--- src/rtl/temporal_buffer_drain_if.sv ---
// temporal_buffer_drain_if: clause stream from the drain sequencer to the clause evaluator.
interface temporal_buffer_drain_if #(
  parameter int NSAT = 3,
  parameter int LITERAL_ADDRESS_WIDTH = 11,
  parameter int CLAUSE_INDEX_BITS = 5
) ();
  logic [NSAT*(LITERAL_ADDRESS_WIDTH+1)-1:0] clause_o;
  logic [CLAUSE_INDEX_BITS-1:0] clause_index_o;
  logic valid_o;
  logic ready_i;
  logic last_o;
  modport master (output clause_o, clause_index_o, valid_o, last_o, input ready_i);
  modport slave (input clause_o, clause_index_o, valid_o, last_o, output ready_i);
endinterface

--- src/rtl/temporal_buffer_drain.sv ---
// temporal_buffer_drain: captures one variable's clause bus and streams its occupied slots.
module temporal_buffer_drain #(
  parameter int NSAT = 3,
  parameter int LITERAL_ADDRESS_WIDTH = 11,
  parameter int MAX_CLAUSES_PER_VARIABLE = 20,
  parameter int NSAT_BITS = 2,
  parameter int CLAUSE_INDEX_BITS = 5
) (
  input  logic clk,
  input  logic reset,
  input  logic start_i,
  input  logic [NSAT_BITS-1:0] read_index_i,
  output logic [NSAT_BITS-1:0] read_index_o,
  input  logic [NSAT*MAX_CLAUSES_PER_VARIABLE*(LITERAL_ADDRESS_WIDTH+1)-1:0] clause_multi_i,
  input  logic abort_i,
  output logic busy_o,
  output logic done_o,
  output logic [CLAUSE_INDEX_BITS:0] count_o,
  temporal_buffer_drain_if.master dn
);
  localparam int LW = LITERAL_ADDRESS_WIDTH + 1;
  localparam int CW = NSAT * LW;
  localparam int MC = MAX_CLAUSES_PER_VARIABLE;
  typedef enum logic [1:0] {IDLE, LOAD, STREAM, DONE} state_t;
  state_t state_q, state_d;
  logic [NSAT_BITS-1:0] read_index_q, read_index_d;
  logic [CLAUSE_INDEX_BITS:0] count_q, count_d;
  logic [MC-1:0] mask_q, mask_d, occ, low;
  logic [MC*CW-1:0] bus_q, bus_d;
  logic [CLAUSE_INDEX_BITS-1:0] idx;
  logic hs;
  // Null address 0 marks an empty literal; polarity bit never counts toward occupancy.
  always_comb begin
    occ = '0;
    for (int k = 0; k < MC; k++)
      for (int j = 0; j < NSAT; j++)
        occ[k] = occ[k] | (|clause_multi_i[k*CW + j*LW +: LITERAL_ADDRESS_WIDTH]);
  end
  always_comb begin
    idx = '0;
    for (int k = MC - 1; k >= 0; k--)
      if (mask_q[k]) idx = CLAUSE_INDEX_BITS'(k);
  end
  assign low = mask_q & (~mask_q + 1'b1);
  assign dn.valid_o = state_q == STREAM;
  assign dn.last_o = dn.valid_o && (mask_q == low);
  assign dn.clause_index_o = idx;
  assign dn.clause_o = |mask_q ? bus_q[idx*CW +: CW] : '0;
  assign hs = dn.valid_o && dn.ready_i;
  assign busy_o = state_q != IDLE;
  assign done_o = state_q == DONE;
  assign read_index_o = read_index_q;
  assign count_o = count_q;
  always_comb begin
    state_d = state_q;
    read_index_d = read_index_q;
    count_d = count_q;
    mask_d = mask_q;
    bus_d = bus_q;
    case (state_q)
      IDLE: if (start_i) begin
        read_index_d = read_index_i;
        count_d = '0;
        state_d = LOAD;
      end
      LOAD: if (abort_i) begin
        mask_d = '0;
        state_d = IDLE;
      end else begin
        bus_d = clause_multi_i;
        mask_d = occ;
        state_d = |occ ? STREAM : DONE;
      end
      STREAM: begin
        if (hs) begin
          count_d = count_q + 1'b1;
          mask_d = mask_q & ~low;
        end
        if (abort_i) begin
          mask_d = '0;
          state_d = IDLE;
        end else if (hs && dn.last_o) state_d = DONE;
      end
      default: state_d = IDLE;
    endcase
  end
  always_ff @(posedge clk) begin
    if (reset) begin
      state_q <= IDLE;
      read_index_q <= '0;
      count_q <= '0;
      mask_q <= '0;
    end else begin
      state_q <= state_d;
      read_index_q <= read_index_d;
      count_q <= count_d;
      mask_q <= mask_d;
    end
    bus_q <= bus_d;
  end
endmodule

--- src/flat_wrapper.sv ---
// flat-port wrapper written by rule: the top's interface ports become plain ports
module temporal_buffer_drain_flat 
#(
  parameter int NSAT = 3,
  parameter int LITERAL_ADDRESS_WIDTH = 11,
  parameter int MAX_CLAUSES_PER_VARIABLE = 20,
  parameter int NSAT_BITS = 2,
  parameter int CLAUSE_INDEX_BITS = 5
)
  (clk, reset, start_i, read_index_i, read_index_o, clause_multi_i, abort_i, busy_o, done_o, count_o, dn_clause_o, dn_clause_index_o, dn_valid_o, dn_last_o, dn_ready_i);
  temporal_buffer_drain_if #(.NSAT(NSAT), .LITERAL_ADDRESS_WIDTH(LITERAL_ADDRESS_WIDTH), .CLAUSE_INDEX_BITS(CLAUSE_INDEX_BITS)) dn_i ();
  input  logic clk;
  input  logic reset;
  input  logic start_i;
  input  logic [NSAT_BITS-1:0] read_index_i;
  output logic [NSAT_BITS-1:0] read_index_o;
  input  logic [NSAT*MAX_CLAUSES_PER_VARIABLE*(LITERAL_ADDRESS_WIDTH+1)-1:0] clause_multi_i;
  input  logic abort_i;
  output logic busy_o;
  output logic done_o;
  output logic [CLAUSE_INDEX_BITS:0] count_o;
  output wire logic [$bits(dn_i.clause_o)-1:0] dn_clause_o;
  output wire logic [$bits(dn_i.clause_index_o)-1:0] dn_clause_index_o;
  output wire logic [$bits(dn_i.valid_o)-1:0] dn_valid_o;
  output wire logic [$bits(dn_i.last_o)-1:0] dn_last_o;
  input wire logic [$bits(dn_i.ready_i)-1:0] dn_ready_i;
  assign dn_clause_o = dn_i.clause_o;
  assign dn_clause_index_o = dn_i.clause_index_o;
  assign dn_valid_o = dn_i.valid_o;
  assign dn_last_o = dn_i.last_o;
  assign dn_i.ready_i = dn_ready_i;
  temporal_buffer_drain #(.NSAT(NSAT), .LITERAL_ADDRESS_WIDTH(LITERAL_ADDRESS_WIDTH), .MAX_CLAUSES_PER_VARIABLE(MAX_CLAUSES_PER_VARIABLE), .NSAT_BITS(NSAT_BITS), .CLAUSE_INDEX_BITS(CLAUSE_INDEX_BITS)) u_core (.clk(clk), .reset(reset), .start_i(start_i), .read_index_i(read_index_i), .read_index_o(read_index_o), .clause_multi_i(clause_multi_i), .abort_i(abort_i), .busy_o(busy_o), .done_o(done_o), .count_o(count_o), .dn(dn_i));
endmodule
--- config.mk ---
export PLATFORM = sky130hd
export DESIGN_NAME = temporal_buffer_drain_flat
export DESIGN_NICKNAME = d
export VERILOG_FILES = /design/src/rtl/temporal_buffer_drain_if.sv /design/src/rtl/temporal_buffer_drain.sv /design/src/flat_wrapper.sv
export SDC_FILE = /design/constraint.sdc
export NUM_CORES = 1
export LEC_CHECK = 0
export BUFFER_PORTS_ARGS = -buffer_cell sky130_fd_sc_hd__buf_4
export CORE_AREA = 3 3 301 303
export DETAILED_ROUTE_END_ITERATION = 12
export DIE_AREA = 0 0 304 306
export SLEW_MARGIN = 0
export SYNTH_ARGS = -nofsm -noshare
export SYNTH_HDL_FRONTEND = slang
export SYNTH_SLANG_ARGS = --single-unit
--- constraint.sdc ---
create_clock -name clk -period 30.1 [get_ports clk]
set_clock_uncertainty 0.05 [all_clocks]
set_input_delay 1.505 -clock clk [delete_from_list [all_inputs] [get_ports clk]]
set_output_delay 1.505 -clock clk [all_outputs]
set_load 0.05 [all_outputs]
==> run metrics, run 1 <==
outcome=complete, no violations; post-CTS setup buffers=0; Initial Utilization=35.4%; Chip Height=306 microns; RSZ-0062 raised after global routing=false; die extent in x=304 microns; CTS Buf Count=82; Core Rows=109; port bufs=779; largest net degree at the start of global routing=203; gr usage total=27.9%; Synth Register Bits=750; most common library cells after synthesis=edfxtp_1 (720), nand2_1 (283), nor4_1 (147); PnR worst setup slack=23.22 ns; Pre-antenna DRT Iters=6; cell taking the most area after synthesis=edfxtp_1; clk slew on worst S/H paths=0.06 ns; FFs w/ async S/R, synth=0%; clock tree buffer depth=3; YS warnings=0; post-synthesis simple-gate area fraction=12.3%; initial DRC count=3182; vias in the first global route=23700; I/O Pins=780; relative slew slack=13.6%; DR vias/cell=5.74; syn nets=2831; first-pass GRT wire length=183000 microns; Post-Layout Cell Count=4125; fin crit period=6.88 ns; Critical Path Sink Type=output port; Hold WC Path Type=register to register; Synth Area in Compound Gates=6.66%; Die Area=0.0930 sq mm; routed wire length=135000 microns; leading cell type by number of instances after synthesis=edfxtp_1; antenna viol nets, final=0; Setup Viol. Count Final=0; Sink Count=750; post-synthesis mux area share=7.66%; Yosys top cell area share=69.3%; hold wc startpoint=u_core.read_index_o[1]; Cells after Synth=2103; Post-Route Setup TNS=0 ns; DR DRC count=0; Place WS=23.83 ns; Post-CTS Resized=0; vias post-DR=23700; M2 GR Usage=45.2%; Root Buffer=clkbuf_16; worst setup path startpoint=u_core.mask_q[8]; GR Util met3=4.88%; top post-synthesis cells by area=edfxtp_1 (69%), mux4_2 (5.1%), nand2_1 (3.4%); Top FF cell, synth=edfxtp_1; Final period util=22.9%; worst slew pin tran=1.29 ns; CTS tree=done; post-synth cell types=66; DP HPWL=105000 microns; final number of max-transition violations=0; routability cong.=0.990; ratio of cells with drive above 1 in the final layout=35.7%; CP arrival=5.33 ns; Worst EP required=28.55 ns; maximum clock frequency=0.145 GHz; WL per Instance=32.7 microns; sequential area share after synthesis=71.2%; antenna violations before repair=20; main combinational cell family by area after synthesis=simple AND/OR/NAND/NOR gates; Post-synth EDFFs=720; Pleak=14.8 nW; hold_ws=0.447 ns; met1 usage=36.4%; post-synthesis xor/xnor area fraction=0.112%; H-tree depth=3; Worst R2R Start=u_core.state_q[0]; Core ar.=0.0882 sq mm; GRT Max-Usage Layer=met2; Synth Cell Area=0.0312 sq mm; power per cell area=72.3 mW/mm^2; Max FO, Critical Path=93; worst setup path category=register to output port; maximum capacitance violations=0; hold depth=2; Worst VDD drop=0.0475 mV; Post-Synth Adder-Cell Area=0.0722%; NumNets Final=3604; r2r worst-path depth=6; area added between synthesis and finish=31.4%; startpoint types=register; Post-Syn Area per Cell=14.8 sq um; final hold vios=0; placed insts=3957; grt ovf=0; Post-CTS Hold Buffers=0; Worst-Skew Late Latency=0.63 ns
[sequential cells by signal, summed over array words and instances (netlist names)]
name,cells
u_core.read_index_o,2
u_core.state_q,2
u_core.mask_q,20
u_core.bus_q,720
u_core.count_o,6
[cell type report]
class | instances | area, sq um
Clock buffer | 100 | 2160
Timing Repair Buffer | 807 | 6100
Sequential cell | 750 | 22200
Tap cell | 1165 | 1460
Fill cell | 7870 | 47200
Antenna cell | 21 | 52.6
Multi-Input combinational cell | 1220 | 8390
Clock inverter | 47 | 547
Inverter | 15 | 72.6
[through the flow]
step | area, sq um | power, mW | utilization [%]
final | 41000 | 2.96 | 46.5
after global routing | 41000 | 3.06 | 46.5
after CTS | 40900 | 2.98 | 46.4
after detailed placement | 38200 | 1.97 | 43.3
after global placement | 38200 | 1.96 | 43.3
after floorplan | 31200 | 1.66 | -
[worst max-delay path, stage by stage, from the launching register on]
cell	delay, ns
dfxtp_1	0.41
or4_4	0.60
o21ai_4	0.15
buf_4	0.40
nand2_4	0.12
inv_8	0.43
buf_4	0.92
nand2_1	0.13
and3_1	0.21
a311oi_1	0.26
o21ai_0	0.38
nand3_1	0.31
buf_4	0.24
[metal layers]
metal	wire, microns	vias up	share of wire, %
li1	-	10000	-
met1	52600	12000	39
met3	10800	239	8.0
met5	13	-	0.0096
met4	6540	2	4.8
met2	64800	1432	48
[report_power, final]
group	total [mW]	switching, mW	leakage (nW)	internal [mW]
registers	1.20	0.0131	6.82	1.18
clock network	1.02	0.426	1.31	0.593
logic	0.748	0.500	6.66	0.248
[cell usage in the layout (no fill, tap or decap), types with 70 or more instances in the layout]
| cell type | netlist | layout |
|---|---|---|
| a211oi_1 | 70 | 70 |
| a311oi_1 | 70 | 70 |
| and3_1 | 70 | 70 |
| buf_4 | 7 | 804 |
| clkbuf_16 | 0 | 84 |
| edfxtp_1 | 720 | 720 |
| mux4_2 | 70 | 70 |
| nand2_1 | 283 | 282 |
| nor2_1 | 117 | 116 |
| nor4_1 | 147 | 147 |
[kinds of logic after synthesis]
logic type,count (synthesis)
AO/OA/AOI/OAI,296
XOR/XNOR,4
adder cells (fa/ha/maj),2
buffers and inverters,133
flip-flops,750
multiplexers,147
AND/OR/NAND/NOR,771
[path summary, 6_finish.rpt]
path | to | slack (ns)
max | dn_clause_o[14] | 23.22
min | u_core.read_index_o[1] | 0.45
max reg2reg | u_core.bus_q[607] | 24.86
min reg2reg | u_core.read_index_o[1] | 0.45
(Power assumes the default switching activity.)
==> inputs of run 2 (changes only) <==
- ABC_AREA: not set -> 1
- CORE_AREA: 3 3 301 303 -> 3 3 298 300
- DIE_AREA: 0 0 304 306 -> 0 0 301 303
- clock period: 30.1 -> 7 ns (I/O delays scaled with it)
==> run metrics, run 2 <==
outcome=complete, no violations; Worst-Skew Late Latency=0.62 ns (about the same); Final period util=79.1%; Sink Count=750 (unchanged); Critical Path Sink Type=output port; Root Buffer=clkbuf_16; most common cell after layout, fill and taps aside=nand2_1; Core Rows=108 (-0.92%); Chip Height=303 microns (-0.98%); top post-synthesis cells by area=edfxtp_1 (66%), nand2_1 (12%), nand3_1 (6.6%); clk slew on worst S/H paths=0.06 ns (about the same); fill count=7111 (-9.6%); final hold vios=0 (unchanged); Initial Utilization=37.6% (+2.2 points); Die Area=0.0912 sq mm (-2.0%); antenna viol nets, final=0 (unchanged); leading cell type by number of instances after synthesis=nand2_1; grt ovf=0 (unchanged); largest net degree at the start of global routing=197 (-3.0%); hold_ws=0.0590 ns (-0.388 ns); area added between synthesis and finish=51.9%; Core ar.=0.0865 sq mm (-2.0%); first-pass GRT wire length=205000 microns (+12%); maximum clock frequency=0.181 GHz; clock tree buffer depth=3 (unchanged); utilization of the core after routing=57.1% (+11 points); H-tree depth=3 (unchanged); crit path to=dn_clause_o[16]; routed wire length=147000 microns (+9.0%); Worst VDD drop=0.340 mV (+620%); antenna violations before repair=11 (-45%); ratio of cells with drive above 1 in the final layout=21.4% (-14 points); Setup Viol. Count Final=0 (unchanged); I/O Pins=780 (unchanged); highest-count cells in the layout ignoring fill and taps=nand2_1 (1042), buf_4 (806), dlygate4sd3_1 (725); CP arrival=5.13 ns (-0.20 ns); sequential area share after synthesis=68.3% (-2.9 points); Top FF cell, synth=edfxtp_1; startpoint types=register; worst slew pin tran=1.17 ns (-0.118 ns); DP HPWL=104000 microns (-1.4%); Max stage delay cell, worst path=inv_8; most common library cells after synthesis=nand2_1 (1043), edfxtp_1 (720), nand3_1 (430); Post-Syn Area per Cell=10.6 sq um (-28%); RSZ-0062 raised after global routing=false; power per cell area=319 mW/mm^2 (+340%); Pleak=19.9 nW (+34%); DR DRC count=0 (unchanged); Worst EP required=6.60 ns (-21.95 ns); die extent in x=301 microns (-0.99%); port bufs=779 (unchanged); Post-CTS Resized=0 (unchanged); post-synth cell types=36 (-45%); FFs w/ async S/R, synth=0% (unchanged); FF-to-FF setup slack=3.83 ns (-21.03 ns); syn nets=3783 (+34%); relative slew slack=22.0% (+8.5 points); routability cong.=0.932 (-5.9%); vias post-DR=30500 (+29%); vias in the first global route=31100 (+31%); DR vias/cell=5.32 (-7.4%); maximum capacitance violations=0 (unchanged); Crit path top cell by count=nand2_1; placed insts=4869 (+23%); Cells after Synth=3055 (+45%); Hold WC Path Type=primary input to register; post-CTS setup buffers=0 (unchanged); r2r worst-path depth=15 (+9); gr usage total=31.2% (+3.3 points); Largest register FFs=720 (unchanged); fin crit period=5.53 ns; CTS tree=done; Pre-antenna DRT Iters=6 (unchanged); Reg2Reg Capture Point=u_core.state_q[0]; Yosys top cell area share=66.5% (-2.8 points); final number of max-transition violations=0 (unchanged); Max FO, Critical Path=122 (+31%); Post-CTS Hold Buffers=725 (+725); Largest Register=u_core.bus_q; worst setup path category=register to output port; CTS Buf Count=81 (-1.2%); Synth Register Bits=750 (unchanged); Worst R2R Start=u_core.mask_q[6]; Synth Cell Area=0.0325 sq mm (+4.2%); YS warnings=0 (unchanged); Post-Layout Cell Count=5744 (+39%); initial DRC count=3429 (+7.8%); worst setup path startpoint=u_core.mask_q[17]; cell taking the most area after synthesis=edfxtp_1; Post-synth EDFFs=720 (unchanged); WL per Instance=25.6 microns (-22%); slowest stage delay, CP=0.75 ns (-0.17 ns); NumNets Final=5250 (+46%)
## run 2: logic make-up (layout without fill, tap and decap cells)
kind of cell	after synthesis	count (layout)	share of synthesized area (%)
AND/OR/NAND/NOR	1794	1794	24.2
flip-flops	750	750	68.3
AO/OA/AOI/OAI	212	212	3.55
buffers and inverters	298	1827	3.90
adder cells (fa/ha/maj)	1	1	0.0385
other	0	5	0
## run 2: worst max-delay path, delay by kind of cell (launching register included)
kind | cells | cell delay [ns]
AO/OA/AOI/OAI | 1 | 0.31
buffers and inverters | 6 | 1.77
flip-flops | 1 | 0.41
AND/OR/NAND/NOR | 24 | 1.89
## run 2: final cells by class
cell class                 count  area [sq um]  share of cell area [%]
sequential                   750         22200                    45.0
timing repair buffer        1538         13400                    27.2
multi-input combinational   2007          9100                    18.4
clock buffer                 104          2190                    4.43
tap                         1155          1450                    2.93
inverter                     144           553                    1.12
clock inverter                41           433                   0.876
antenna                        5          12.5                  0.0253
## run 2: metal layers
metal	routed length, microns	part of all wire (%)	GRT usage [%]
met1	54700	37	37.5
met2	71400	49	52.8
met3	11600	7.9	5.91
met4	9090	6.2	17.3
met5	83	0.056	0
## run 2: report_power, final
part	leakage (nW)	switching, mW	internal [mW]	total, mW
Combinational	11.7	4.39	1.79	6.18
Clock	1.27	1.84	2.48	4.32
Sequential	6.84	0.0729	5.18	5.26
Total	19.9	6.30	9.45	15.7
## run 2: how the worst min path moves through the flow
stage	startpoint	end	slack, ns	cells past startpoint
6_report	start_i	u_core.state_q[0]	0.06	3
5_1_grt	start_i	u_core.state_q[0]	0.03	3
4_1_cts	start_i	u_core.state_q[0]	0.01	3
3_5_place_dp	u_core.mask_q[0]	u_core.mask_q[0]	0.46	2
3_3_place_gp	u_core.count_o[5]	u_core.count_o[5]	0.44	2
2_1_floorplan	reset	u_core.mask_q[0]	0.37	1
## run 2: per-stage QoR
step	total power [mW]	worst slack, ns	cell area (sq um)	setup TNS [ns]
global route	16.4	1.04	49400	0
finish	15.7	1.47	49400	0
floorplan	8.75	-5.06	32500	-3275.69
CTS	15.8	1.40	49400	0
global placement	11.2	2.10	39500	0
detailed placement	11.2	2.08	39500	0
